===== src/rtl/bitslam_bcd_counter.sv =====
// Multi-digit BCD up/down counter with prescaler and a scanned seven-segment driver.
// Optional macro BITSLAM_SEG_DECODE_EN enables the on-chip segment decoder.
module bitslam_bcd_counter #(
  parameter int PRESCALE = 1000,
  parameter int DIGITS   = 4,
  parameter int MUX_DIV  = 250
) (
  input  logic                  clk,
  input  logic                  reset,
  input  logic                  enable,
  input  logic                  up_down,
  input  logic                  clear,
  output logic [4*DIGITS-1:0]   count_out,
  output logic                  tick,
  output logic                  carry_out,
  output logic [DIGITS-1:0]     digit_sel,
  output logic [6:0]            seg_out
);

  localparam int PRE_W  = $clog2(PRESCALE);
  localparam int SCAN_W = (MUX_DIV > 1) ? $clog2(MUX_DIV) : 1;
  localparam logic [PRE_W-1:0]  PRE_MAX  = PRE_W'(PRESCALE - 1);
  localparam logic [SCAN_W-1:0] SCAN_MAX = SCAN_W'(MUX_DIV - 1);

  logic [PRE_W-1:0]    r_pre;
  logic [4*DIGITS-1:0] r_count;
  logic                r_tick;
  logic                r_carry;
  logic [SCAN_W-1:0]   r_scan;
  logic [DIGITS-1:0]   r_digitSel;

  logic                w_step;
  logic                w_chain;
  logic                w_wrap;
  logic [4*DIGITS-1:0] w_nextCount;
  logic [3:0]          w_nibble;

  assign w_step = enable && (r_pre == PRE_MAX);

  // Ripple a carry (up) or borrow (down) through the decades; a chain that
  // survives past the MSD means the whole counter wrapped.
  always_comb begin
    w_nextCount = r_count;
    w_chain     = 1'b1;
    for (int i = 0; i < DIGITS; i++) begin
      if (w_chain) begin
        if (up_down) begin
          if (r_count[4*i +: 4] == 4'd9) begin
            w_nextCount[4*i +: 4] = 4'd0;
          end else begin
            w_nextCount[4*i +: 4] = r_count[4*i +: 4] + 4'd1;
            w_chain               = 1'b0;
          end
        end else begin
          if (r_count[4*i +: 4] == 4'd0) begin
            w_nextCount[4*i +: 4] = 4'd9;
          end else begin
            w_nextCount[4*i +: 4] = r_count[4*i +: 4] - 4'd1;
            w_chain               = 1'b0;
          end
        end
      end
    end
    w_wrap = w_chain;
  end

  always_ff @(posedge clk) begin
    if (reset) begin
      r_pre   <= '0;
      r_count <= '0;
      r_tick  <= 1'b0;
      r_carry <= 1'b0;
    end else if (clear) begin
      r_pre   <= '0;
      r_count <= '0;
      r_tick  <= 1'b0;
      r_carry <= 1'b0;
    end else if (w_step) begin
      r_pre   <= '0;
      r_count <= w_nextCount;
      r_tick  <= 1'b1;
      r_carry <= w_wrap;
    end else begin
      if (enable) begin
        r_pre <= r_pre + PRE_W'(1);
      end
      r_tick  <= 1'b0;
      r_carry <= 1'b0;
    end
  end

  // The scan runs freely so the display keeps refreshing through enable/clear.
  always_ff @(posedge clk) begin
    if (reset) begin
      r_scan     <= '0;
      r_digitSel <= DIGITS'(1);
    end else if (r_scan == SCAN_MAX) begin
      r_scan     <= '0;
      r_digitSel <= (r_digitSel << 1) | (r_digitSel >> (DIGITS - 1));
    end else begin
      r_scan <= r_scan + SCAN_W'(1);
    end
  end

  always_comb begin
    w_nibble = 4'd0;
    for (int i = 0; i < DIGITS; i++) begin
      if (r_digitSel[i]) begin
        w_nibble = w_nibble | r_count[4*i +: 4];
      end
    end
  end

`ifdef BITSLAM_SEG_DECODE_EN
  always_comb begin
    case (w_nibble)
      4'd0:    seg_out = 7'b0111111;
      4'd1:    seg_out = 7'b0000110;
      4'd2:    seg_out = 7'b1011011;
      4'd3:    seg_out = 7'b1001111;
      4'd4:    seg_out = 7'b1100110;
      4'd5:    seg_out = 7'b1101101;
      4'd6:    seg_out = 7'b1111101;
      4'd7:    seg_out = 7'b0000111;
      4'd8:    seg_out = 7'b1111111;
      4'd9:    seg_out = 7'b1101111;
      default: seg_out = 7'b0000000;
    endcase
  end
`else
  assign seg_out = {3'b000, w_nibble};
`endif

  assign count_out = r_count;
  assign tick      = r_tick;
  assign carry_out = r_carry;
  assign digit_sel = r_digitSel;

endmodule


===== config.mk =====
export PLATFORM = sky130hd
export DESIGN_NAME = bitslam_bcd_counter
export DESIGN_NICKNAME = d
export VERILOG_FILES = /design/src/rtl/bitslam_bcd_counter.sv
export SDC_FILE = /design/constraint.sdc
export NUM_CORES = 1
export LEC_CHECK = 0
export CORE_MARGIN = 5
export CORE_UTILIZATION = 58
export CTS_CLUSTER_DIAMETER = 50
export DETAILED_ROUTE_END_ITERATION = 6
export DONT_BUFFER_PORTS = 1
export HOLD_SLACK_MARGIN = 0.05
export PLACE_DENSITY = 0.84
export SLEW_MARGIN = 20
export SYNTH_ARGS = -nofsm -noshare
export SYNTH_HDL_FRONTEND = slang
export SYNTH_SLANG_ARGS = --single-unit
export TNS_END_PERCENT = 50

===== constraint.sdc =====
create_clock -name clk -period 4.25 [get_ports clk]
set_input_delay 0.85 -clock clk [delete_from_list [all_inputs] [get_ports clk]]
set_output_delay 0.85 -clock clk [all_outputs]
set_load 0.005 [all_outputs]

==> impl_metrics.env <==
export IMPL_syn_area_per_cell_um2=8.01
export IMPL_synthAdderAreaFrac_pct=1.70
export IMPL_area_growth_pct=2.50
export IMPL_setup_tns_ps=0
export IMPL_dpl_hpwl_um=3380
export IMPL_drc_errors=0
export IMPL_cts_tree="done"
export IMPL_hp_class="reg -> reg"
export IMPL_die_w_um=71.6
export IMPL_wl_per_cell_um=15.2
export IMPL_crit_path_top_delay_cell="or3_1"
export IMPL_leakage_nw=0.753
export IMPL_nets=269
export IMPL_fp_row_count=22
export IMPL_grt_max_degree=29
export IMPL_ys_ff_latch=40
export IMPL_synth_area_mux_share_pct=2.27
export IMPL_pre_cts_ws_ps=1940
export IMPL_dieArea_um2=5130
export IMPL_yosys_cell_count_top_type="dfxtp_1"
export IMPL_worstSetupStartpointType="flop"
export IMPL_io_buffer_count=0
export IMPL_crit_type="reg -> reg"
export IMPL_slew_violations=0
export IMPL_routed_wl_um=4730
export IMPL_switching_share_pct=22.9
export IMPL_grt_pass1_vias=1770
export IMPL_grt_overflow=0
export IMPL_via_per_inst=6.15
export IMPL_cp_slowest_stage_delay_ps=580
export IMPL_synthSimpleGateAreaFrac_pct=25.1
export IMPL_rsz0062_at_grt="false"
export IMPL_arrival_ps=2370
export IMPL_layout_setup_ws_ps=2060
export IMPL_post_cts_buffers=0
export IMPL_first_pass_iters=4
export IMPL_internal_power_uw=517
export IMPL_synth_area_um2=2200
export IMPL_drv_cap=0
export IMPL_synthXorXnorAreaFrac_pct=8.75
export IMPL_antenna_found_initial=0
export IMPL_layout_drive_gt1_share_pct=6.11
export IMPL_ys_async_sr_fraction_pct=0
export IMPL_synth_compound_area_share_pct=19.8
export IMPL_start_util_pct=60.2
export IMPL_die_h_um=71.6
export IMPL_n_antenna_cell=0
export IMPL_hold_viol=0
export IMPL_cts_sink_count=40
export IMPL_grt_first_pass_wirelength_um=7990
export IMPL_p_seq_share_pct=56.8
export IMPL_post_route_min_period_ps=2190
export IMPL_post_cts_resized=0
export IMPL_synthFlopType="dfxtp_1"
export IMPL_yosysTopAreaCellShare_pct=36.4
export IMPL_drtAntennaViolNets=0
export IMPL_cp_cell_sequence="ha_1 -> nand4bb_1 -> or3_1 -> or2_1 -> o311a_1"
export IMPL_peakVddDrop_mv=0.165
export IMPL_worst_path_max_fanout=13
export IMPL_vias=1908
export IMPL_finalSetupViolCount=0
export IMPL_ctsHtreeMaxLevel=2
export IMPL_cts_hold_buffers=0
export IMPL_synth_edf_count=0
export IMPL_skew_ps=10.7
export IMPL_status="completed"
export IMPL_synth_area_leader_cell="dfxtp_1"
export IMPL_final_area_um2=2260
export IMPL_root_buffer="clkbuf_8"
export IMPL_p_comb_share_pct=3.9
export IMPL_ctsLongestPathBuffers=2
export IMPL_worstSkewPairLatency_ps=300
export IMPL_slew_headroom_pct=49.2
export IMPL_synth_area_leaders="dfxtp_1 36%, nor2_1 6.3%, xnor2_1 6.0%"
export IMPL_yosysSeqAreaShare_pct=36.4
export IMPL_drt_iter0_drc=240
export IMPL_syn_inst=275
export IMPL_core_area_um2=3660
export IMPL_synth_common_cells="40 x dfxtp_1, 37 x nor2_1, 23 x nand2_1"
export IMPL_path_clk_slew_ps=80
export IMPL_power_switching_uw=154
export IMPL_io_pins=34
export IMPL_required_ps=4430
export IMPL_period_share_pct=51.5
export IMPL_p_per_area_nw_per_um2=297
export IMPL_track_usage_pct=19.2
export IMPL_place_congestion=0.878
export IMPL_cts_buffers=5
export IMPL_fmax_mhz=457
export IMPL_power_uw=670
export IMPL_yosys_cell_types_count=44
export IMPL_worst_pin_slew_ps=756
export IMPL_synth_warnings=0
export IMPL_p_clk_share_pct=39.4
export IMPL_end_kind="flop"
export IMPL_synth_top_family_by_area="simple AND/OR/NAND/NOR gates"
export IMPL_place_area_um2=2160
## kinds of logic (layout without fill, tap and decap cells)
| group | Yosys count | after routing |
|---|---|---|
| flops | 40 | 40 |
| other cells | 1 | 3 |
| buf+inv | 29 | 14 |
| mux | 5 | 5 |
| compound gates | 63 | 63 |
| fa+ha+maj | 3 | 3 |
| xor+xnor | 22 | 22 |
| simple gates | 112 | 112 |
## state kept, by name, summed over array words and instances (netlist names)
signal and flops:
count_out 16, r_pre 10, r_scan 8, digit_sel 4, carry_out 1, tick 1
## area by class of cell
type / instances / area [um2]
fill: 339 / 1400
clock inverter: 2 / 10.0
sequential: 40 / 801
clock buffer: 6 / 82.6
tap: 48 / 60.1
multi-input combinational: 208 / 1280
inverter: 6 / 22.5
## power groups by stage
stage | sequential [mW] | clock, mW | combinational, mW
final | 0.381 | 0.264 | 0.0260
after global placement | 0.389 | 0 | 0.0249
after floorplan | 0.389 | 0 | 0.0279
after global routing | 0.381 | 0.286 | 0.0300
after detailed placement | 0.389 | 0 | 0.0257
after CTS | 0.380 | 0.266 | 0.0259
## metal layers
| metal | vias up | wire length [um] | global-route usage [%] |
|---|---|---|---|
| li1 | 948 | - | - |
| met1 | 902 | 2100 | 23.0 |
| met2 | 48 | 2290 | 32.6 |
| met3 | 10 | 252 | 5.75 |
| met4 | 0 | 82 | 6.68 |
| met5 | - | 0 | 0 |
## worst max-delay path: cells and delay by family, from the launching register on
kind	cells	cell delay (ps)
and+or+nand+nor	3	1130
AOI/OAI and AO/OA	1	330
DFF	1	380
adders and majority gates	1	230
## path summary, 6_finish.rpt
| check | startpoint | endpoint | cells after the start | slack [ps] |
|---|---|---|---|---|
| worst max register to register | r_pre[0] | count_out[7] | 5 | 2060 |
| worst min register to register | r_scan[0] | r_scan[0] | 1 | 470 |
| worst min-delay path | r_scan[0] | r_scan[0] | 1 | 470 |
| worst max-delay path | r_pre[0] | count_out[7] | 5 | 2060 |
## cells in the final DEF (no fill, tap or decap), drive strengths merged, types with 6 or more instances in the layout
cell type / Yosys / final
nor3: 11 / 11
nor2: 37 / 37
xnor2: 15 / 15
nand3: 8 / 8
a22oi: 9 / 9
xor2: 7 / 7
nand2: 23 / 23
clkbuf: 19 / 6
or3: 8 / 8
inv: 6 / 6
o21ai: 15 / 15
a21oi: 11 / 11
dfxtp: 40 / 40
## metrics by stage
step / util [%] / cells / hold slack, ps
floorplan: - / 277 / 433
global placement: 59.1 / 302 / 450
CTS: 61.7 / 310 / 479
finish: 61.7 / 310 / 473
detailed placement: 59.1 / 302 / 462
global route: 61.7 / 310 / 515
No activity file was read; power rests on OpenSTA's default activity.
